$ cat src/rtl/cs_y_framer.sv
// cs_y_framer: drops CS warm-up samples, frames the Y stream with exact per-frame sums,
// and buffers it in a small FIFO behind a valid/ready handshake, counting lost samples.
//   clk, reset                     : rising-edge clock, async active-low reset
//   y_in, y_valid                  : CS sample stream (cannot be stalled)
//   out_data, out_last, out_sum    : FIFO head sample, end-of-frame flag, frame sum (0 unless last)
//   out_valid, out_ready           : FIFO non-empty / consumer accepts head
//   overflow, drop_cnt             : sticky drop flag, saturating dropped-sample count
module cs_y_framer #(
   parameter int DW        = 10,
   parameter int FRAME_LEN = 8,
   parameter int WARMUP    = 8,
   parameter int DEPTH     = 4
) (
   input  logic                              clk,
   input  logic                              reset,
   input  logic [DW-1:0]                     y_in,
   input  logic                              y_valid,
   output logic [DW-1:0]                     out_data,
   output logic                              out_last,
   output logic [DW+$clog2(FRAME_LEN)-1:0]   out_sum,
   output logic                              out_valid,
   input  logic                              out_ready,
   output logic                              overflow,
   output logic [7:0]                        drop_cnt
);
   localparam int SW = DW + $clog2(FRAME_LEN);
   localparam int PW = $clog2(FRAME_LEN);
   localparam int AW = $clog2(DEPTH);
   localparam int WW = WARMUP > 1 ? $clog2(WARMUP) : 1;
   localparam logic [WW-1:0] W_LAST = WW'(WARMUP > 0 ? WARMUP - 1 : 0);
   localparam logic [PW-1:0] P_LAST = PW'(FRAME_LEN - 1);
   localparam logic [AW:0]   FULL   = DEPTH[AW:0];

   typedef enum logic {S_WARMUP, S_RUN} state_t;

   state_t        state;
   logic [WW-1:0] wcnt;
   logic [PW-1:0] pos;
   logic [SW-1:0] acc;
   logic [AW-1:0] wptr, rptr;
   logic [AW:0]   count;
   logic [DW-1:0] mem_data [DEPTH];
   logic          mem_last [DEPTH];
   logic [SW-1:0] mem_sum  [DEPTH];
   logic          full, pop, take, accept, drop, last;
   logic [SW-1:0] sum;

   // A full FIFO still accepts when the head leaves in the same cycle.
   always_comb begin
      full   = count == FULL;
      pop    = out_valid && out_ready;
      take   = state == S_RUN && y_valid;
      accept = take && (!full || out_ready);
      drop   = take && !accept;
      last   = pos == P_LAST;
      sum    = acc + SW'(y_in);
   end

   // Head is gated so an empty FIFO presents zeros rather than stale storage.
   assign out_valid = count != '0;
   assign out_data  = out_valid ? mem_data[rptr] : '0;
   assign out_last  = out_valid ? mem_last[rptr] : 1'b0;
   assign out_sum   = out_valid ? mem_sum[rptr]  : '0;

   always_ff @(posedge clk or negedge reset)
      if (!reset) begin
         state    <= WARMUP == 0 ? S_RUN : S_WARMUP;
         wcnt     <= '0;
         pos      <= '0;
         acc      <= '0;
         wptr     <= '0;
         rptr     <= '0;
         count    <= '0;
         overflow <= 1'b0;
         drop_cnt <= '0;
      end else begin
         if (state == S_WARMUP && y_valid) begin
            wcnt <= wcnt + 1'b1;
            if (wcnt == W_LAST) state <= S_RUN;
         end
         if (accept) begin
            wptr <= wptr + 1'b1;
            pos  <= last ? '0 : pos + 1'b1;
            acc  <= last ? '0 : sum;
         end
         if (pop) rptr <= rptr + 1'b1;
         count <= count + {{AW{1'b0}}, accept} - {{AW{1'b0}}, pop};
         if (drop) begin
            overflow <= 1'b1;
            if (drop_cnt != 8'hFF) drop_cnt <= drop_cnt + 1'b1;
         end
      end

   always_ff @(posedge clk)
      if (accept) begin
         mem_data[wptr] <= y_in;
         mem_last[wptr] <= last;
         mem_sum[wptr]  <= last ? sum : '0;
      end
endmodule
$ cat config.mk
export PLATFORM = sky130hd
export DESIGN_NAME = cs_y_framer
export DESIGN_NICKNAME = d
export VERILOG_FILES = /design/src/rtl/cs_y_framer.sv
export SDC_FILE = /design/constraint.sdc
export NUM_CORES = 1
export LEC_CHECK = 0
export BUFFER_PORTS_ARGS = -buffer_cell sky130_fd_sc_hd__clkbuf_2
export CORE_ASPECT_RATIO = 0.7
export CORE_MARGIN = 8
export CORE_UTILIZATION = 23
export CTS_BUF_LIST = sky130_fd_sc_hd__clkbuf_8
export DETAILED_ROUTE_END_ITERATION = 8
export PLACE_DENSITY = 0.48
export SETUP_SLACK_MARGIN = 0.4
export SLEW_MARGIN = 20
export SYNTH_ARGS = -nofsm -noshare
export SYNTH_HDL_FRONTEND = slang
export SYNTH_SLANG_ARGS = --single-unit
$ cat constraint.sdc
create_clock -name clk -period 7.5 [get_ports clk]
set_clock_uncertainty 0.1 [all_clocks]
set_input_delay 1.5 -clock clk [delete_from_list [all_inputs] [get_ports clk]]
set_output_delay 1.5 -clock clk [all_outputs]
set_load 0.05 [all_outputs]
# Word-level counts from Yosys, hierarchy flattened
# Memory sizes are Yosys's and may differ from the RTL's.
# Index checks and enable logic that the tools add are counted.
dict set report word_totals {
  ff_bits 36
  latchBits 0
  ram_bits 96
  romBits 0
  input_bits 14
  out_inout_bits 34
  elab_cells 44
  memories 3
}
dict set report op_classes {
  n_addsub 8
  n_mul 0
  n_div 0
  magnitude_cmp 0
  n_eq_ne 4
  n_shift 0
  n_mux 8
  bitwise 1
  reduce_logical 11
}
# name depth width rd rd_clocked_by_memory_dff wr line_no
set mem_list {}
lappend mem_list {mem_sum 4 13 1 0 1 44} ;# logic [SW-1:0] mem_sum [DEPTH];
lappend mem_list {mem_data 4 10 1 0 1 42} ;# logic [DW-1:0] mem_data [DEPTH];
lappend mem_list {mem_last 4 1 1 0 1 43} ;# logic mem_last [DEPTH];
# op count
set ops {}
lappend ops {{$mux 13} 3}
lappend ops {{$add 13x10->13} 1}
lappend ops {{$mux 10} 1}
lappend ops {{$eq 3x3->1 const B} 3}
lappend ops {{$add 8x1->8 const B} 1}
lappend ops {{$ne 8x8->1 const B} 1}
lappend ops {{$add 3x1->3 const B} 2}
lappend ops {{$logic_and 1x1->1} 5}
lappend ops {{$add 2x1->2 const B} 2}
lappend ops {{$reduce_and 2->1} 2}
lappend ops {{$add 3x1->3} 1}
lappend ops {{$mux 1} 3}
lappend ops {{$mux 3} 1}
lappend ops {{$reduce_bool 3->1} 1}
lappend ops {{$sub 3x1->3} 1}
lappend ops {{$logic_not 1->1} 2}
lappend ops {{$logic_or 1x1->1} 1}
lappend ops {{$not 1->1} 1}

# Longest topological paths before layout
# Gate-level depths: netlist of the first run.
dict set report logic_depth {
  depth_word 7
  mapped_depth 12
  mapped_depth_nobuf 10
}

# Worst setup path before layout of the first run
# OpenSTA, ideal clock, no wires.
dict set report synth_path {
  kind {in2reg}
  start {input out_ready}
  end {register count[2]}
  setup_ps 80
  t_arrival_ps 3718
  required_time_ps 7320
  slack_ps 3602
  path_stages 12
  n_path_buf 2
  cell_sequence {or4b_1 > nor2b_1 > inv_1 > buf_4 > buf_4 > ha_1 > inv_1 > ha_1 > inv_1 > fa_1 > xnor2_1 > xnor2_1}
}
dict set report synth_between {
  elab_chain_cells 4
}
# item line_no
set synth_lines {}
lappend synth_lines {{from (decl)} 22} ;# input logic out_ready,
lappend synth_lines {{$logic_or 1x1->1} 53} ;# accept = take && (!full || out_ready);
lappend synth_lines {{$logic_and 1x1->1} 53}
lappend synth_lines {{$add 3x1->3} 87} ;# count <= count + {{AW{1'b0}}, accept} - {{AW{1'b0}}, pop};
lappend synth_lines {{$sub 3x1->3 (*)} 87}
lappend synth_lines {{to (signal assigned)} 87}
lappend synth_lines {{to (decl)} 41} ;# logic [AW:0] count;
# Mark *: on every way between the ends. The rest lies on a longest branch, timed or not.
# A chain may end at the register's enable or synchronous reset.

# Final worst setup path of the first run
# Same ends and word-level chain as after synthesis.

==> run_results.csv, run 1 <==
group,metric,value,unit
status,status,"finished clean",
logic_synthesis,ys.flop_type,"edfxtp_1",
clocking,cts_tree,"yes",
clocking,cts_buffer_depth,2,
timing,finalHoldViolCount,0,
timing,worst_slew_pin_slew,0.928,ns
placed_design,io_buffers,47,
power_and_ir_drop,p_clk_frac,0.212,
critical_path,critical_path_peak_fanout,22,
logic_synthesis,synth.area.top_cells,"edfxtp_1, dfrtp_1, mux4_2",
critical_path,r2r_end,"count[2]",
clocking,cts_made_buffers,17,
die,die_height,149,um
critical_path,cp.required,7.76,ns
timing,drv_slew,0,
routing,drcViolationCount,0,
grt,use_met3,0.0257,
routing,vias_per_cell,4.23,
power_and_ir_drop,internal-power,1.86,mW
grt,top_usage_layer,"met2",
power_and_ir_drop,p_leak,2.59,nW
critical_path,arrival,4.32,ns
critical_path,crit_type,"in2reg",
die,die_w,207,um
grt,use_met1,0.116,
clocking,insertion_delay,0.44,ns
timing,fmax,247,MHz
power_and_ir_drop,pwr-share-seq,0.341,
min_path,min_path_type,"reg2reg",
min_path,holdPathEnd,"wcnt[0]",
grt,grt_usage,0.0888,
grt,grt_pass1_wl,20600,um
critical_path,r2r_cells,10,
clocking,post_cts_buffers,0,
finish,area_delta_synth_final,18.2,%
critical_path,cp-start-kind,"input port",
placed_design,place.gp.congestion,0.844,
logic_synthesis,synth_top_area_share,0.493,
critical_path,cp-end-kind,"flip-flop",
clocking,clockRootBuffer,"clkbuf_8",
routing,wl_per_cell,16.6,um
finish,layout.nets,470,
power_and_ir_drop,power-per-cell-area,455,mW/mm^2
clocking,cts-resized-gates,0,
critical_path,reg2reg_from,"count[1]",
power_and_ir_drop,pwr-share-comb,0.446,
logic_synthesis,ys_ff_latch,132,
logic_synthesis,synth_edf_count,96,
logic_synthesis,syn_nets,413,
routing,ant_nets,0,
die,dieArea,0.0309,sq mm
logic_synthesis,yosysWarnings,0,
clocking,h-tree-depth,4,
run,maxCapViolCount,0,
routing,wirelength,12900,um
finish,diodes,0,
routing,via_count,3284,
power_and_ir_drop,total_power,3.15,mW
grt,met2_usage,0.138,
timing,period_minus_slack,4.06,ns
power_and_ir_drop,ir_worst_vdd,0.123,mV
timing,grt_setup_unrepaired,"no",
logic_synthesis,netlist.top_cell.by_area,"edfxtp_1",
placed_design,preCtsSetupSlack,2.99,ns
logic_synthesis,ys_types,52,
logic_synthesis,avgSynthCellArea,15.6,sq um
min_path,min_from,"wcnt[0]",
logic_synthesis,synth_common_cells,"edfxtp_1, dfrtp_1, and2_1",
logic_synthesis,yosys.cell_count.top_type,"edfxtp_1",
power_and_ir_drop,switching_share,0.409,
min_path,holdPathStages,1,
logic_synthesis,synth-async-reset-ratio,0.273,
timing,timing.setup.tns,0,ns
logic_synthesis,syn_inst,376,
finish,fillers,2544,
logic_synthesis,synth_area,0.00585,sq mm
logic_synthesis,ys_seq_area_frac,0.647,
routing,drtIter0Drc,194,
finish,drive_gt1_frac,0.265,
timing,setup_viol,0,
critical_path,rrSetupSlack,4.09,ns
timing,max_slew_margin,0.381,
clocking,clkTransAtPathRegs,0.08,ns
die,coreArea,0.0253,sq mm
placed_design,hpwl,8720,um
grt,grt_pass1_vias,3496,
die,initial_core_util,0.231,
timing,fin_crit_sh,0.541,
grt,grt_overflow,0,
clocking,cts_sinks,132,
die,ios,48,
power_and_ir_drop,p_switching,1.29,mW
timing,fin_ws,3.44,ns
die,fp-row-count,49,
clocking,hold_buffers,0,
grt,grt_max_degree,37,
grt,antenna_found_initial,0,
routing,drt_pass1_iterations,4,
==> registers in the layout, indices dropped and copies added (netlist names), 2 cells and up <==
| name | count |
|---|---|
| acc | 13 |
| rptr | 2 |
| drop_cnt | 8 |
| pos | 3 |
| wptr | 2 |
| count | 3 |
| mem_sum | 52 |
| wcnt | 3 |
| mem_last | 4 |
| mem_data | 40 |
==> metrics by stage <==
stage / utilization / cells / hold WS (ns) / area (sq um)
2_1_floorplan: - / 376 / 0.347 / 5850
3_3_place_gp: 0.256 / 745 / 0.356 / 6480
3_5_place_dp: 0.256 / 745 / 0.367 / 6480
4_1_cts: 0.273 / 776 / 0.384 / 6920
5_1_grt: 0.273 / 776 / 0.395 / 6920
6_report: 0.273 / 776 / 0.381 / 6920
==> worst max path at each step <==
stage,depth (start not counted),endpoint,startpoint,slack (ns)
6_report,11,count[2],out_ready,3.44
5_1_grt,11,count[2],y_valid,3.23
4_1_cts,11,count[2],out_ready,3.46
3_5_place_dp,11,count[2],out_ready,2.99
3_3_place_gp,11,count[2],out_ready,3.10
2_1_floorplan,12,count[2],out_ready,3.60
==> power by group through the flow <==
stage	registers, mW	clock network, mW	logic [mW]
after floorplan	1.09	0	1.07
after global placement	1.08	0	1.42
after detailed placement	1.09	0	1.43
after global routing	1.09	0.721	1.54
after CTS	1.08	0.686	1.44
final	1.07	0.668	1.40
==> logic make-up (layout without fill, tap and decap cells) <==
logic type               count (synthesis)  count (layout)  synth area share
XOR/XNOR                                18              18            0.0269
AO/OA/AOI/OAI                           48              48            0.0595
adder cells (fa/ha/maj)                 23              23            0.0518
flip-flops                             132             132             0.647
multiplexers                            29              29             0.102
buffers and inverters                   26              95            0.0188
AND/OR/NAND/NOR                        100             100            0.0945
==> layout make-up <==
cell class	count	area (sq um)	share of cell area
clock buffers	17	234	0.0338
repair buffers	53	280	0.0405
well taps	331	414	0.0599
clock inverters	14	206	0.0298
multi-input cells	218	1960	0.283
flip-flops and latches	132	3780	0.547
inverters	11	41.3	0.00597
==> per-layer routing <==
metal  vias up  routed length (um)
met3        12                 522
met2        65                6040
met5         -                   0
met1      1671                6130
met4         0                 227
li1       1536                   -
==> cell usage in the layout (no fill, tap or decap), types with 5 or more instances in the layout <==
| cell type | count |
|---|---|
| a21o_1 | 5 |
| a21oi_1 | 10 |
| and2_1 | 34 |
| buf_4 | 6 |
| bufinv_16 | 5 |
| clkbuf_2 | 47 |
| clkbuf_8 | 17 |
| dfrtp_1 | 36 |
| edfxtp_1 | 96 |
| ha_1 | 21 |
| inv_1 | 10 |
| mux4_2 | 24 |
| nand2_1 | 23 |
| nand4_1 | 5 |
| nor2_1 | 7 |
| nor3_1 | 8 |
| o21a_1 | 5 |
| o21ai_0 | 5 |
| xnor2_1 | 13 |
| xor2_1 | 5 |
==> critical path: stages <==
cell      delay, ns
clkbuf_2       0.08
or4b_1         0.10
nor2b_1        0.67
inv_1          0.57
ha_1           0.44
inv_1          0.05
ha_1           0.13
inv_1          0.05
fa_1           0.38
xnor2_1        0.20
xnor2_1        0.14
No activity file was read; power rests on OpenSTA's default activity.
==> run 2, diff against run 1 <==
--- a/config.mk
+++ b/config.mk
@@ -11,7 +11,7 @@
 export CORE_UTILIZATION = 23
 export CTS_BUF_LIST = sky130_fd_sc_hd__clkbuf_8
 export DETAILED_ROUTE_END_ITERATION = 8
-export PLACE_DENSITY = 0.48
+export PLACE_DENSITY = 0.49
 export SETUP_SLACK_MARGIN = 0.4
 export SLEW_MARGIN = 20
 export SYNTH_ARGS = -nofsm -noshare
==> constraint.sdc (replaced) <==
create_clock -name clk -period 3.49 [get_ports clk]
set_clock_uncertainty 0.1 [all_clocks]
set_input_delay 0.698 -clock clk [delete_from_list [all_inputs] [get_ports clk]]
set_output_delay 0.698 -clock clk [all_outputs]
set_load 0.05 [all_outputs]
==> run_results.csv, run 2 (same netlist as run 1, synthesis figures left out) <==
group,metric,value,unit
timing,setup_viol,0,
clocking,clockRootBuffer,"clkbuf_8",
finish,drive_gt1_frac,0.278,
die,die_w,207,um
placed_design,place_inst,749,
timing,fin_crit_sh,0.809,
clocking,cts_sinks,132,
finish,finalNonFillerCells,781,
finish,diodes,0,
clocking,cts_buffer_depth,2,
finish,largest_register_ffs,52,
finish,reg.largest.list,"mem_sum (52), mem_data (40), acc (13)",
grt,antenna_found_initial,1,
grt,grt_usage,0.0884,
routing,via_count,3338,
finish,final_cell_mix,"edfxtp_1, clkbuf_2, dfrtp_1",
clocking,cts_made_buffers,17,
grt,grt_pass1_vias,3598,
grt,grt_overflow,0,
die,ios,48,
power_and_ir_drop,ir_worst_vdd,0.243,mV
routing,ant_nets,0,
timing,max_slew_margin,0.359,
critical_path,critical_path_peak_fanout,26,
die,initial_core_util,0.231,
timing,fmax,354,MHz
power_and_ir_drop,power-per-cell-area,955,mW/mm^2
placed_design,place.gp.congestion,0.812,
timing,period_minus_slack,2.83,ns
critical_path,cp.required,2.69,ns
finish,area_delta_synth_final,18.0,%
timing,grt_setup_unrepaired,"no",
finish,final_common_cell,"edfxtp_1",
die,die_height,149,um
timing,timing.setup.tns,0,ns
min_path,min_path_type,"in2async",
grt,grt_pass1_wl,20500,um
clocking,insertion_delay,0.44,ns
finish,layout.nets,474,
routing,drcViolationCount,0,
grt,grt_max_degree,37,
critical_path,cp-end-kind,"output port",
clocking,hold_buffers,0,
power_and_ir_drop,total_power,6.60,mW
die,coreArea,0.0253,sq mm
timing,worst_slew_pin_slew,0.961,ns
routing,drtIter0Drc,193,
status,status,"finished clean",
critical_path,cp-start-kind,"flip-flop",
timing,drv_slew,0,
clocking,clkTransAtPathRegs,0.08,ns
routing,vias_per_cell,4.27,
critical_path,arrival,2.03,ns
placed_design,hpwl,8590,um
clocking,h-tree-depth,4,
die,dieArea,0.0309,sq mm
routing,wl_per_cell,16.5,um
run,maxCapViolCount,0,
routing,drt_pass1_iterations,5,
finish,top_register,"mem_sum",
placed_design,io_buffers,47,
timing,finalHoldViolCount,0,
die,fp-row-count,49,
clocking,cts_tree,"yes",
power_and_ir_drop,p_leak,2.58,nW
critical_path,crit_type,"reg2out",
routing,wirelength,12900,um
## run 2: cell count changes in the layout (fill, tap and decap cells not counted), sizes merged
| cell | previous run | this run |
|---|---|---|
| clkinvlp | 0 | 3 |
| buf | 6 | 11 |
| clkinv | 7 | 3 |
| bufinv | 5 | 1 |
| inv | 13 | 18 |
## run 2: per-stage QoR
step | setup WS (ns) | cell area [sq um] | hold WS [ns] | util
final | 0.665 | 6910 | 0.310 | 0.273
after global routing | 0.535 | 6910 | 0.345 | 0.273
after CTS | 0.575 | 6910 | 0.350 | 0.273
after detailed placement | 0.422 | 6530 | 0.368 | 0.258
after global placement | 0.516 | 6530 | 0.354 | 0.258
after floorplan | 0.402 | 5850 | 0.302 | -
## run 2: path summary, 6_finish.rpt
kind | from | to | slack, ns | cells past startpoint
setup / recovery | rptr[0] | out_sum[10] | 0.66 | 4
hold / removal | reset | drop_cnt[6] | 0.31 | 1
setup reg to reg | count[1] | count[2] | 0.88 | 10
hold reg to reg | overflow | overflow | 0.37 | 1
max in group asynchronous | reset | rptr[1] | 2.32 | 1
min in group clk | overflow | overflow | 0.37 | 1
## run 2: critical path, stage by stage (launching register included)
cell and delay (ns):
dfrtp_1 0.37, buf_12 0.25, mux4_2 0.55, and2_1 0.18
clkbuf_2 0.23
## run 2: power breakdown
group          switching (mW)  leakage, nW  internal, mW
logic                    1.97         1.06          1.06
registers               0.212         1.33          2.13
clock network           0.624        0.190         0.589
## run 2: layout make-up
type	count	area (sq um)
Clock buffer	18	248
Fill cell	2556	18400
Tap cell	331	414
Multi-Input combinational cell	218	1960
Sequential cell	132	3780
Timing Repair Buffer	57	335
Clock inverter	14	126
Inverter	11	41.3
## run 2: repair_timing
action | 4_1_cts | 5_1_grt
endpoints found under the hold margin | 0 | 0
resized for setup | 1 | 0
setup buffers | 0 | 0
endpoints found under the setup margin | 8 | 0
## run 2: metal layers
| layer | vias to the layer above | track usage | wire, um |
|---|---|---|---|
| met4 | 2 | 0.0319 | 183 |
| met3 | 19 | 0.0255 | 546 |
| li1 | 1554 | - | - |
| met2 | 61 | 0.137 | 5860 |
| met1 | 1702 | 0.116 | 6270 |
| met5 | - | 0 | 10 |
==> run 3, diff against run 2 <==
--- a/config.mk
+++ b/config.mk
@@ -5,6 +5,7 @@
 export SDC_FILE = /design/constraint.sdc
 export NUM_CORES = 1
 export LEC_CHECK = 0
+export ABC_AREA = 1
 export BUFFER_PORTS_ARGS = -buffer_cell sky130_fd_sc_hd__clkbuf_2
 export CORE_ASPECT_RATIO = 0.7
 export CORE_MARGIN = 8
==> constraint.sdc (replaced) <==
create_clock -name clk -period 2.3 [get_ports clk]
set_clock_uncertainty 0.1 [all_clocks]
set_input_delay 0.46 -clock clk [delete_from_list [all_inputs] [get_ports clk]]
set_output_delay 0.46 -clock clk [all_outputs]
set_load 0.05 [all_outputs]
==> run_results.csv, run 3 <==
group,metric,value,unit
timing,finalHoldViolCount,0,
finish,fillers,2639,
die,die_w,211,um
logic_synthesis,ys_seq_area_frac,0.616,
placed_design,io_buffers,47,
timing,fin_ws,-0.0246,ns
routing,drtIter0Drc,261,
routing,wirelength,17000,um
timing,fmax,430,MHz
grt,grt_pass1_vias,4354,
finish,top_register,"mem_sum",
logic_synthesis,ys.flop_type,"edfxtp_1",
logic_synthesis,ys_ff_latch,132,
critical_path,crit_type,"reg2out",
timing,timing.setup.tns,-0.153,ns
logic_synthesis,yosysWarnings,0,
clocking,cts_made_buffers,17,
critical_path,cp.required,1.74,ns
placed_design,preCtsSetupSlack,0.00972,ns
clocking,cts_buffer_depth,2,
timing,max_slew_margin,0.633,
placed_design,postPlaceCellArea,0.00721,sq mm
die,coreArea,0.0265,sq mm
finish,drive_gt1_frac,0.353,
routing,drt_pass1_iterations,5,
routing,ant_nets,0,
clocking,h-tree-depth,4,
timing,timing.hold.ws,0.139,ns
grt,grt_pass1_wl,25500,um
power_and_ir_drop,p_leak,3.47,nW
logic_synthesis,synth_common_cells,"nor2_1, nand2_1, edfxtp_1",
critical_path,cp-end-kind,"output port",
critical_path,arrival,1.76,ns
placed_design,hpwl,10600,um
grt,grt_max_degree,37,
critical_path,critical_path_peak_fanout,10,
clocking,insertion_delay,0.45,ns
logic_synthesis,synth_edf_count,96,
timing,setup_viol,14,
logic_synthesis,netlist.top_cell.by_area,"edfxtp_1",
finish,final_cell_mix,"edfxtp_1, nand2_1, nor2_1",
routing,vias_per_cell,4.13,
die,fp-row-count,50,
placed_design,place.gp.congestion,0.859,
finish,area.sequential,0.00379,sq mm
logic_synthesis,synth_top_area_share,0.470,
run,maxCapViolCount,0,
logic_synthesis,ys_types,36,
finish,reg.largest.list,"mem_sum (52), mem_data (40), acc (13)",
grt,grt_overflow,0,
grt,antenna_found_initial,0,
logic_synthesis,synth.area.top_cells,"edfxtp_1, dfrtp_1, nor2_1",
timing,period_minus_slack,2.32,ns
clocking,clkTransAtPathRegs,0.09,ns
logic_synthesis,syn_nets,643,
timing,drv_slew,0,
die,initial_core_util,0.232,
finish,largest_register_ffs,52,
logic_synthesis,synth_area,0.00614,sq mm
finish,area_delta_synth_final,42.1,%
clocking,clockRootBuffer,"clkbuf_8",
critical_path,cp-start-kind,"flip-flop",
power_and_ir_drop,power-per-cell-area,1620,mW/mm^2
clocking,cts_sinks,132,
logic_synthesis,yosys.cell_count.top_type,"nor2_1",
clocking,cts_tree,"yes",
timing,grt_setup_unrepaired,"yes",
min_path,min_path_type,"in2reg",
finish,final_common_cell,"edfxtp_1",
routing,via_count,4446,
logic_synthesis,avgSynthCellArea,10.1,sq um
die,dieArea,0.0323,sq mm
grt,grt_usage,0.104,
routing,drcViolationCount,0,
status,status,"finished, violations left",
timing,worst_slew_pin_slew,0.551,ns
finish,finalInstanceArea,0.00873,sq mm
die,die_height,153,um
timing,fin_crit_sh,1.01,
status,failed_checks,"negative setup slack",
logic_synthesis,synth-async-reset-ratio,0.273,
die,ios,48,
finish,layout.nets,737,
routing,wl_per_cell,15.8,um
power_and_ir_drop,ir_worst_vdd,0.519,mV
logic_synthesis,syn_inst,606,
finish,multi_input_area,0.00269,sq mm
run 3: cell count changes in the layout (fill, tap and decap cells not counted), moves of 14 or more:
cell and change:
a21oi_4 +20, and2_1 -34, buf_4 +15, buf_8 +27
clkbuf_2 -24, inv_1 +34, mux4_2 -24, nand2_1 +72
nor2_1 +85, nor2_2 +21, o21ai_1 +37, o21ai_2 +14
run 3: cells by family (layout without fill, tap and decap cells):
group | Yosys count | count (layout) | share of synthesized area
simple gates | 269 | 269 | 0.184
flops | 132 | 132 | 0.616
compound gates | 87 | 87 | 0.0721
buf+inv | 76 | 182 | 0.0501
fa+ha+maj | 23 | 23 | 0.0493
xor+xnor | 17 | 17 | 0.0243
mux | 2 | 2 | 0.00367
other cells | 0 | 1 | 0
run 3: layout make-up:
cell class | instances | share of cell area
Sequential cell | 132 | 0.434
Multi-Input combinational cell | 398 | 0.308
Tap cell | 364 | 0.0522
Clock inverter | 14 | 0.0176
Clock buffer | 17 | 0.0268
Inverter | 56 | 0.0267
Antenna cell | 1 | 0.000287
Timing Repair Buffer | 95 | 0.135
run 3: what timing repair did:
item / CTS / global route
pin swaps: 9 / 33
setup endpoints to repair: 45 / 88
gates resized for setup: 85 / 148
cloned: 3 / 5
hold buffers: 1 / 0
setup buffers: 8 / 8
hold endpoints to repair: 33 / 0
run 3: metrics by stage:
stage / utilization / cells / power [mW]
after global routing: 0.330 / 1076 / 14.9
after detailed placement: 0.273 / 1020 / 9.74
after global placement: 0.273 / 1020 / 9.75
after floorplan: - / 606 / 8.10
final: 0.330 / 1077 / 14.1
after CTS: 0.305 / 1063 / 12.8
run 3: critical path, stage by stage (launching register included):
cell      delay, ns
dfrtp_2        0.38
buf_12         0.16
clkinv_8       0.09
buf_12         0.16
o21ai_1        0.27
a21oi_4        0.10
buf_8          0.15
run 3: where the power goes:
part / total (mW) / leakage, nW / switching [mW] / internal [mW]
combinational: 8.58 / 1.94 / 5.06 / 3.52
clock: 1.96 / 0.191 / 0.986 / 0.969
sequential: 3.58 / 1.33 / 0.340 / 3.24
run 3: path summary, 6_finish.rpt:
path | startpoint | to | slack (ns) | depth (start not counted)
worst min-delay path | y_valid | state | 0.14 | 3
worst min register to register | overflow | overflow | 0.38 | 1
max in group asynchronous | reset | rptr[0] | 1.16 | 3
min in group asynchronous | reset | drop_cnt[5] | 0.51 | 3
worst max-delay path | rptr[0] | out_data[7] | -0.02 | 6
worst max register to register | count[0] | count[1] | 0.07 | 12
run 3: layer usage:
metal	GRT usage	vias to the layer above	routed length (um)
met1	0.144	2160	8620
li1	-	2201	-
met3	0.0376	8	874
met5	0	-	0
met4	0.0216	0	102
met2	0.152	77	7390
